==> config.mk <==
export PLATFORM = sky130hd
export DESIGN_NAME = mem_port_arbiter_flat
export DESIGN_NICKNAME = d
export VERILOG_FILES = /design/src/rtl/mem_port_arbiter_if.sv /design/src/rtl/mem_port_arbiter.sv /design/src/flat_wrapper.sv
export SDC_FILE = /design/constraint.sdc
export NUM_CORES = 1
export LEC_CHECK = 0
export ABC_CLOCK_PERIOD_IN_PS = 2700
export CAP_MARGIN = 30
export CORE_AREA = 5 5 94 96
export CTS_CLUSTER_DIAMETER = 40
export CTS_CLUSTER_SIZE = 12
export DETAILED_ROUTE_END_ITERATION = 8
export DIE_AREA = 0 0 99 101
export DONT_BUFFER_PORTS = 1
export GPL_TIMING_DRIVEN = 0
export PLACE_DENSITY_LB_ADDON = 0.12
export SYNTH_ARGS = -nofsm -noshare
export SYNTH_HDL_FRONTEND = slang
export SYNTH_SLANG_ARGS = --single-unit
==> constraint.sdc <==
create_clock -name clk -period 2.7 [get_ports clk]
set_clock_uncertainty 0.15 [all_clocks]
set_input_delay 0.405 -clock clk [delete_from_list [all_inputs] [get_ports clk]]
set_output_delay 0.405 -clock clk [all_outputs]
set_load 0.01 [all_outputs]
==> src/rtl/mem_port_arbiter_if.sv <==
// mem_port_arbiter_if
//   Bundles the three sides of the shared memory port: the fetch requester
//   (if_*), the data-stage requester (d_*), and the single-ported memory
//   (mem_*). The starvation counter is exposed here for debug visibility.
//
//   Modports:
//     slave  - the arbiter: takes requests and memory read data, and drives
//              grants, responses and the memory control signals.
//     master - the environment, meaning the pipeline stages and the memory.
//
//   ADDR_W is the word-index width of the shared memory.
interface mem_port_arbiter_if #(
    parameter int ADDR_W = 6
);
    // fetch side
    logic              if_req;
    logic [31:0]       if_addr;
    logic              if_gnt;
    logic              if_stall;
    logic              if_rvalid;
    logic [31:0]       if_rdata;
    logic              if_err;

    // data side
    logic              d_req;
    logic              d_we;
    logic [3:0]        d_be;
    logic [31:0]       d_addr;
    logic [31:0]       d_wdata;
    logic              d_gnt;
    logic              d_rvalid;
    logic [31:0]       d_rdata;
    logic              d_err;

    // memory side
    logic [ADDR_W-1:0] mem_addr;
    logic              mem_we;
    logic [3:0]        mem_be;
    logic [31:0]       mem_wdata;
    logic [31:0]       mem_rdata;

    // debug
    logic [1:0]        starve_cnt;

    modport slave (
        input  if_req, if_addr,
        input  d_req, d_we, d_be, d_addr, d_wdata,
        input  mem_rdata,
        output if_gnt, if_stall, if_rvalid, if_rdata, if_err,
        output d_gnt, d_rvalid, d_rdata, d_err,
        output mem_addr, mem_we, mem_be, mem_wdata,
        output starve_cnt
    );

    modport master (
        output if_req, if_addr,
        output d_req, d_we, d_be, d_addr, d_wdata,
        output mem_rdata,
        input  if_gnt, if_stall, if_rvalid, if_rdata, if_err,
        input  d_gnt, d_rvalid, d_rdata, d_err,
        input  mem_addr, mem_we, mem_be, mem_wdata,
        input  starve_cnt
    );
endinterface

==> src/rtl/mem_port_arbiter.sv <==
// mem_port_arbiter
//   Shares a single-ported memory between the fetch stage and the data-memory
//   stage. The memory has combinational read and synchronous write. Each
//   cycle at most one requester is granted, and the grant is combinational.
//   Read data is registered and comes back one cycle after the grant.
//   Normally the data stage wins a conflict. Once fetch has been denied
//   MAX_STARVE cycles in a row, fetch wins the next conflict instead.
//
//   Ports:
//     clk  - rising-edge clock
//     rst  - asynchronous, active-low reset
//     bus  - mem_port_arbiter_if.slave, which carries the fetch and data
//            request/response channels, the memory port, and the starve_cnt
//            debug counter
module mem_port_arbiter #(
    parameter int ADDR_W     = 6,
    parameter int MAX_STARVE = 3
) (
    input logic                  clk,
    input logic                  rst,
    mem_port_arbiter_if.slave    bus
);

    localparam logic [1:0] STARVE_LIMIT = 2'(MAX_STARVE);

    logic        if_gnt;
    logic        d_gnt;
    logic        if_fault;
    logic        d_fault;
    logic [31:0] sel_addr;
    logic [1:0]  starve_cnt;

    logic        if_rvalid_q;
    logic        if_err_q;
    logic [31:0] if_rdata_q;
    logic        d_rvalid_q;
    logic        d_err_q;
    logic [31:0] d_rdata_q;

    // An address faults if it is misaligned or points past the last word.
    function automatic logic addr_fault(input logic [31:0] addr);
        return (addr[1:0] != 2'b00) || (addr[31:ADDR_W+2] != '0);
    endfunction

    assign if_fault = addr_fault(bus.if_addr);
    assign d_fault  = addr_fault(bus.d_addr);

    // Grants are held low while reset is asserted, so no write can reach the
    // memory during reset.
    always_comb begin
        // NOTE: every signal assigned in a combinational block gets a default
        // first. Otherwise a path that skips the assignment infers a latch.
        if_gnt = 1'b0;
        d_gnt  = 1'b0;
        if (rst) begin
            if (bus.if_req && bus.d_req) begin
                if (starve_cnt == STARVE_LIMIT) begin
                    if_gnt = 1'b1;
                end else begin
                    d_gnt = 1'b1;
                end
            end else begin
                if_gnt = bus.if_req;
                d_gnt  = bus.d_req;
            end
        end
    end

    // When the data stage is not granted, the memory sees the fetch address.
    // This also covers the idle case.
    assign sel_addr      = d_gnt ? bus.d_addr : bus.if_addr;
    assign bus.mem_addr  = sel_addr[ADDR_W+1:2];
    assign bus.mem_we    = d_gnt & bus.d_we & ~d_fault;
    assign bus.mem_be    = bus.d_be;
    assign bus.mem_wdata = bus.d_wdata;

    assign bus.if_gnt    = if_gnt;
    assign bus.d_gnt     = d_gnt;
    assign bus.if_stall  = bus.if_req & ~if_gnt;

    // The counter counts consecutive cycles in which fetch wants the port
    // and is denied. It saturates at the limit. A fetch grant clears it, and
    // so does a cycle where fetch is not requesting.
    always_ff @(posedge clk or negedge rst) begin
        if (!rst) begin
            starve_cnt <= 2'd0;
        end else if (!bus.if_req || if_gnt) begin
            // NOTE: state registers use non-blocking assignments so every
            // flop samples values from before the edge.
            starve_cnt <= 2'd0;
        end else if (starve_cnt != STARVE_LIMIT) begin
            starve_cnt <= starve_cnt + 2'd1;
        end
    end

    assign bus.starve_cnt = starve_cnt;

    // Response registers. The rvalid and err flags follow the grant and last
    // exactly one cycle. The rdata registers load only on a grant and hold
    // their value otherwise. Faults and writes return zero data.
    always_ff @(posedge clk or negedge rst) begin
        if (!rst) begin
            if_rvalid_q <= 1'b0;
            if_err_q    <= 1'b0;
            if_rdata_q  <= 32'd0;
            d_rvalid_q  <= 1'b0;
            d_err_q     <= 1'b0;
            d_rdata_q   <= 32'd0;
        end else begin
            if_rvalid_q <= if_gnt;
            if_err_q    <= if_gnt & if_fault;
            d_rvalid_q  <= d_gnt;
            d_err_q     <= d_gnt & d_fault;
            if (if_gnt) begin
                if_rdata_q <= if_fault ? 32'd0 : bus.mem_rdata;
            end
            if (d_gnt) begin
                d_rdata_q <= (d_fault || bus.d_we) ? 32'd0 : bus.mem_rdata;
            end
        end
    end

    assign bus.if_rvalid = if_rvalid_q;
    assign bus.if_err    = if_err_q;
    assign bus.if_rdata  = if_rdata_q;
    assign bus.d_rvalid  = d_rvalid_q;
    assign bus.d_err     = d_err_q;
    assign bus.d_rdata   = d_rdata_q;

endmodule

==> src/flat_wrapper.sv <==
// flat-port wrapper written by rule: the top's interface ports become plain ports
module mem_port_arbiter_flat 
#(
    parameter int ADDR_W     = 6,
    parameter int MAX_STARVE = 3
)
  (clk, rst, bus_if_req, bus_if_addr, bus_d_req, bus_d_we, bus_d_be, bus_d_addr, bus_d_wdata, bus_mem_rdata, bus_if_gnt, bus_if_stall, bus_if_rvalid, bus_if_rdata, bus_if_err, bus_d_gnt, bus_d_rvalid, bus_d_rdata, bus_d_err, bus_mem_addr, bus_mem_we, bus_mem_be, bus_mem_wdata, bus_starve_cnt);
  mem_port_arbiter_if #(.ADDR_W(ADDR_W)) bus_i ();
  input logic clk;
  input logic rst;
  input wire logic [$bits(bus_i.if_req)-1:0] bus_if_req;
  input wire logic [$bits(bus_i.if_addr)-1:0] bus_if_addr;
  input wire logic [$bits(bus_i.d_req)-1:0] bus_d_req;
  input wire logic [$bits(bus_i.d_we)-1:0] bus_d_we;
  input wire logic [$bits(bus_i.d_be)-1:0] bus_d_be;
  input wire logic [$bits(bus_i.d_addr)-1:0] bus_d_addr;
  input wire logic [$bits(bus_i.d_wdata)-1:0] bus_d_wdata;
  input wire logic [$bits(bus_i.mem_rdata)-1:0] bus_mem_rdata;
  output wire logic [$bits(bus_i.if_gnt)-1:0] bus_if_gnt;
  output wire logic [$bits(bus_i.if_stall)-1:0] bus_if_stall;
  output wire logic [$bits(bus_i.if_rvalid)-1:0] bus_if_rvalid;
  output wire logic [$bits(bus_i.if_rdata)-1:0] bus_if_rdata;
  output wire logic [$bits(bus_i.if_err)-1:0] bus_if_err;
  output wire logic [$bits(bus_i.d_gnt)-1:0] bus_d_gnt;
  output wire logic [$bits(bus_i.d_rvalid)-1:0] bus_d_rvalid;
  output wire logic [$bits(bus_i.d_rdata)-1:0] bus_d_rdata;
  output wire logic [$bits(bus_i.d_err)-1:0] bus_d_err;
  output wire logic [$bits(bus_i.mem_addr)-1:0] bus_mem_addr;
  output wire logic [$bits(bus_i.mem_we)-1:0] bus_mem_we;
  output wire logic [$bits(bus_i.mem_be)-1:0] bus_mem_be;
  output wire logic [$bits(bus_i.mem_wdata)-1:0] bus_mem_wdata;
  output wire logic [$bits(bus_i.starve_cnt)-1:0] bus_starve_cnt;
  assign bus_i.if_req = bus_if_req;
  assign bus_i.if_addr = bus_if_addr;
  assign bus_i.d_req = bus_d_req;
  assign bus_i.d_we = bus_d_we;
  assign bus_i.d_be = bus_d_be;
  assign bus_i.d_addr = bus_d_addr;
  assign bus_i.d_wdata = bus_d_wdata;
  assign bus_i.mem_rdata = bus_mem_rdata;
  assign bus_if_gnt = bus_i.if_gnt;
  assign bus_if_stall = bus_i.if_stall;
  assign bus_if_rvalid = bus_i.if_rvalid;
  assign bus_if_rdata = bus_i.if_rdata;
  assign bus_if_err = bus_i.if_err;
  assign bus_d_gnt = bus_i.d_gnt;
  assign bus_d_rvalid = bus_i.d_rvalid;
  assign bus_d_rdata = bus_i.d_rdata;
  assign bus_d_err = bus_i.d_err;
  assign bus_mem_addr = bus_i.mem_addr;
  assign bus_mem_we = bus_i.mem_we;
  assign bus_mem_be = bus_i.mem_be;
  assign bus_mem_wdata = bus_i.mem_wdata;
  assign bus_starve_cnt = bus_i.starve_cnt;
  mem_port_arbiter #(.ADDR_W(ADDR_W), .MAX_STARVE(MAX_STARVE)) u_core (.clk(clk), .rst(rst), .bus(bus_i));
endmodule
======== Word level (Yosys, flattened, before mapping) ========
Index checks and enable logic that the tools add are counted.
operators by class
  bitwise gates (word level) .............. 7
  add/sub/neg operators ................... 1
  reductions and logical operators ........ 11
  multiplexer cells ....................... 11
  equal/unequal tests ..................... 2
operator list
  operator                                                        number
  32-bit two-way mux                                              2
  24-bit nonzero test                                             2
  8-bit two-way mux                                               1
  1-bit two-way mux                                               6
  2-bit nonzero test                                              3
  1-bit AND                                                       5
  1-bit logical OR                                                4
  2-bit two-way mux                                               2
  2-bit by 1-bit adder with 2-bit output (second input constant)  1
  2-bit equality test (second input constant)                     1
  2-bit != test (second input constant)                           1
  1-bit inverter                                                  2
  1-bit logical AND                                               1
  1-bit zero test                                                 1
storage, ports and cells
  flip-flop bits (word level) ............. 70
  logic and storage cells ................. 39
  input bits .............................. 137
  output and inout bits ................... 116

======== Logic depth before layout (Yosys ltp) ========
  depth in word-level cells ............... 6
  depth in mapped cells ................... 7
  mapped depth without buffers ............ 6

======== Worst setup path before layout ========
No wires, ideal clock.
  kind .................................... flip-flop to output port
  start ................................... reg u_core.starve_cnt[0], in the netlist u_core.bus.starve_cnt[0]
  end ..................................... out bus_mem_we
  path buffers ............................ 1
  data arrival time ....................... 1.570 ns
  required time ........................... 2.145 ns
  slack ................................... 0.575 ns
  cell stages (with the launch flop) ...... 7
  path through ............................ dfrtp_1 ha_1 nand2_1 nand3_1 inv_1 clkbuf_1 and3_1
on the way
  word-level cells in the longest chain between the ends .. 6
RTL lines
  element                  RTL line                source
  start, declared          mem_port_arbiter.sv:31  logic [1:0] starve_cnt;
  start signal, assigned   mem_port_arbiter.sv:92  starve_cnt <= starve_cnt + 2'd1;
  2-bit equality test      mem_port_arbiter.sv:57  if (starve_cnt == STARVE_LIMIT) begin
  1-bit two-way mux        mem_port_arbiter.sv:57
  1-bit two-way mux        mem_port_arbiter.sv:56  if (bus.if_req && bus.d_req) begin
  1-bit two-way mux        mem_port_arbiter.sv:55  if (rst) begin
  via bus_d_gnt            flat_wrapper.sv:24      output wire logic [$bits(bus_i.d_gnt)-1:0] bus_d_gnt;
  1-bit AND (2 in series)  mem_port_arbiter.sv:73  assign bus.mem_we = d_gnt & bus.d_we & ~d_fault;
  end, declared            flat_wrapper.sv:29      output wire logic [$bits(bus_i.mem_we)-1:0] bus_mem_we;
The timed path passes the listed nets, and every way through them passes these cells.

======== Worst setup path in the final report ========
  start ................................... reg u_core.starve_cnt[0], in the netlist u_core.bus.starve_cnt[0]
  end ..................................... out bus_if_gnt
on the way
  word-level cells in the longest chain between the ends .. 4
RTL lines
  element              RTL line                source
  2-bit equality test  mem_port_arbiter.sv:57
  1-bit two-way mux    mem_port_arbiter.sv:57
  1-bit two-way mux    mem_port_arbiter.sv:56
  1-bit two-way mux    mem_port_arbiter.sv:55
  end, declared        flat_wrapper.sv:19      output wire logic [$bits(bus_i.if_gnt)-1:0] bus_if_gnt;
Every way passes these cells.

==> out/qor.txt <==
clk root buf: clkbuf_8
Final Cycle Share: 93.1%
Synth Area in Simple Gates: 22.1%
dominant synthesized flop cell: dfrtp_1
FF+latch count, synth: 70
combinational family with the most area after synthesis: simple AND/OR/NAND/NOR gates
outcome: completed
DR pass1 iterations: 4
maxcap violations: 0
Worst-path clk slew: 0.08 ns
mapped cell area: 0.00323 sq mm
hold depth: 2
Place WS: 0.0915 ns
nets: 525
crit path DAT: 1.96 ns
io pins: 253
DR vias/cell: 5.26
Die Wd: 99 um
total vias in the final route: 2615
CTS tree: done
fmax: 398 MHz
Synth Area in Adders: 0.388%
post-synthesis sequential area ratio: 54.3%
ant diodes: 0
Post-DP Area: 0.00336 sq mm
post-route cell area: 0.00364 sq mm
post-synthesis cell type count: 24
Wirelength per Cell: 20.3 um
Async SR Flop Fraction: 100%
final wirelength: 10.1 mm
overall routing resource usage: 19.3%
Critical Path Fanout Max: 11
CTS sink count: 70
EDFF count, synth: 0
Worst Tran Pin Value: 0.621 ns
Hold Crit Class: in2reg
Detail Route Antenna Nets: 0
PD cells: 605 mW/mm^2
Slew Limit Fails: 0
startpoint types: flip-flop
Clk Latency, worst-skew pair: 0.33 ns
row count: 33
post-synthesis compound-gate area fraction: 10.8%
Die H: 101 um
initial cell density of the core: 40.5%
DRC: 0
path depth of the worst reg2reg path: 7
post-synthesis mux area share: 0.310%
Ys Warns: 0
Avg Cell Area, Syn: 8.65 sq um
port bufs: 0
Mapped Cells: 373
Tmin final: 2.51 ns
buffer depth of the longest clock path: 2
layout cells sized above 1: 16.6%
GRT overflow: 0
xor and xnor area share after synthesis: 0.271%
unrepaired setup endpoints after global routing: no
worst rel slew slack: 58.6%
commonest cells in the netlist: nand2_1 (149), dfrtp_1 (70), buf_4 (36), o21ai_1 (31), o21ai_0 (30)
Max H-tree Level: 3
leading area contributor after synthesis: dfrtp_1
hpwl dp: 7.70 mm
die area: 0.0100 sq mm
Iteration-0 DRC Markers: 58
largest net degree at the start of global routing: 71
Final Hold Fails: 0
Leakage: 1.64 nW
share of the synthesized area in the top cell type: 54.3%
ranking of synthesized cells by area: dfrtp_1 (54%), nand2_1 (17%), buf_4 (8.4%)
WS Path Type: reg2out
first-pass GRT wire length: 15.0 mm
VDD IR max: 0.211 mV
Final setup viols: 0
count leader, synth: nand2_1
initial antenna violation count: 0
Area growth, synth to finish: 12.8%
vias in the first global route: 2640
Post-Syn Nets: 511
Final WS setup: 0.186 ns
core area: 0.00797 sq mm
RD Place Congestion: 0.788
TNS Setup: 0 ns
Worst EP required: 2.14 ns
Worst setup EP type: output port
CTS Buf Count: 9
routing by layer:
metal	up-vias	part of all wire, %	track usage, %	routed length, um
li1	1201	-	-	-
met1	1260	36	21.7	3590
met2	140	52	33.7	5290
met3	14	10	7.06	1030
met4	0	1.8	7.04	181
met5	-	0	0	0
cell usage in the layout, fill, tap and decap left out, types with 2 or more instances in the layout:
| cell type | Yosys | routed |
|---|---|---|
| nor2_1 | 4 | 4 |
| buf_4 | 36 | 37 |
| nor3_1 | 2 | 2 |
| nor4_1 | 10 | 10 |
| or4_4 | 2 | 2 |
| bufinv_16 | 0 | 2 |
| and3_1 | 2 | 2 |
| dfrtp_1 | 70 | 70 |
| clkbuf_1 | 16 | 15 |
| o21ai_0 | 30 | 30 |
| nand2_1 | 149 | 149 |
| buf_6 | 3 | 3 |
| o21ai_2 | 4 | 4 |
| clkbuf_8 | 0 | 11 |
| nand4_1 | 2 | 2 |
| o21ai_1 | 31 | 31 |
| inv_1 | 3 | 3 |
worst max-delay path, stage by stage (launching register included):
cell      delay (ns)
dfrtp_1         0.44
ha_1            0.30
o211ai_1        0.26
clkinv_1        0.26
clkbuf_1        0.36
cell families after synthesis:
group / count (synthesis)
xor+xnor: 1
fa+ha+maj: 1
flops: 70
buf+inv: 60
compound gates: 66
simple gates: 174
mux: 1
what timing repair did:
action                                 4_1_cts  5_1_grt
setup endpoints to repair                    8        5
pin swaps                                    1        0
endpoints found under the hold margin       70        0
gates resized for setup                      1        3
buffers inserted                             1        0
hold buffers                                 2        0
final cells by class:
class                      count  area, sq um
inverter                       4         15.0
multi-input combinational    243         1090
buffer                        56          373
fill                         775         4330
timing repair buffer           3         45.0
tap                          105          131
sequential                    70         1750
clock buffer                  11          151
clock inverter                 5         81.3
metrics by stage:
step	total power [W]	hold WS [ns]	utilization, %	cells
floorplan	0.00120	-0.0406	-	373
finish	0.00220	0.0282	45.7	497
global route	0.00230	0.0172	45.7	497
detailed placement	0.00123	-0.0393	42.1	478
global placement	0.00123	-0.0390	42.1	478
CTS	0.00224	0.0113	45.6	497
sequential cells by signal, indices dropped and copies added (netlist names):
signal and flops:
u_core.bus.d_rvalid 1, u_core.bus.d_rdata 32, u_core.bus.if_rdata 32, u_core.bus.if_err 1, u_core.bus.d_err 1, u_core.bus.if_rvalid 1, u_core.bus.starve_cnt 2
path summary, 6_finish.rpt:
check                      slack [ns]                startpoint                 endpoint
min in group asynchronous        0.47                       rst   u_core.bus.d_rdata[23]
hold reg to reg                  0.40   u_core.bus.if_rdata[24]  u_core.bus.if_rdata[24]
hold / removal                   0.03          bus_mem_rdata[1]    u_core.bus.d_rdata[1]
setup / recovery                 0.19  u_core.bus.starve_cnt[0]               bus_if_gnt
setup reg to reg                 0.43  u_core.bus.starve_cnt[0]   u_core.bus.d_rdata[26]
max in group asynchronous        1.65                       rst   u_core.bus.d_rdata[10]
power breakdown:
part	leakage (nW)	total [W]	switching (W)	internal [W]
logic	0.546	0.000176	0.000112	0.0000642
clock network	0.116	0.000967	0.000397	0.000571
registers	0.974	0.00106	0.00000735	0.00105
total	1.64	0.00220	0.000516	0.00169
Power figures use the tool's default switching activity.
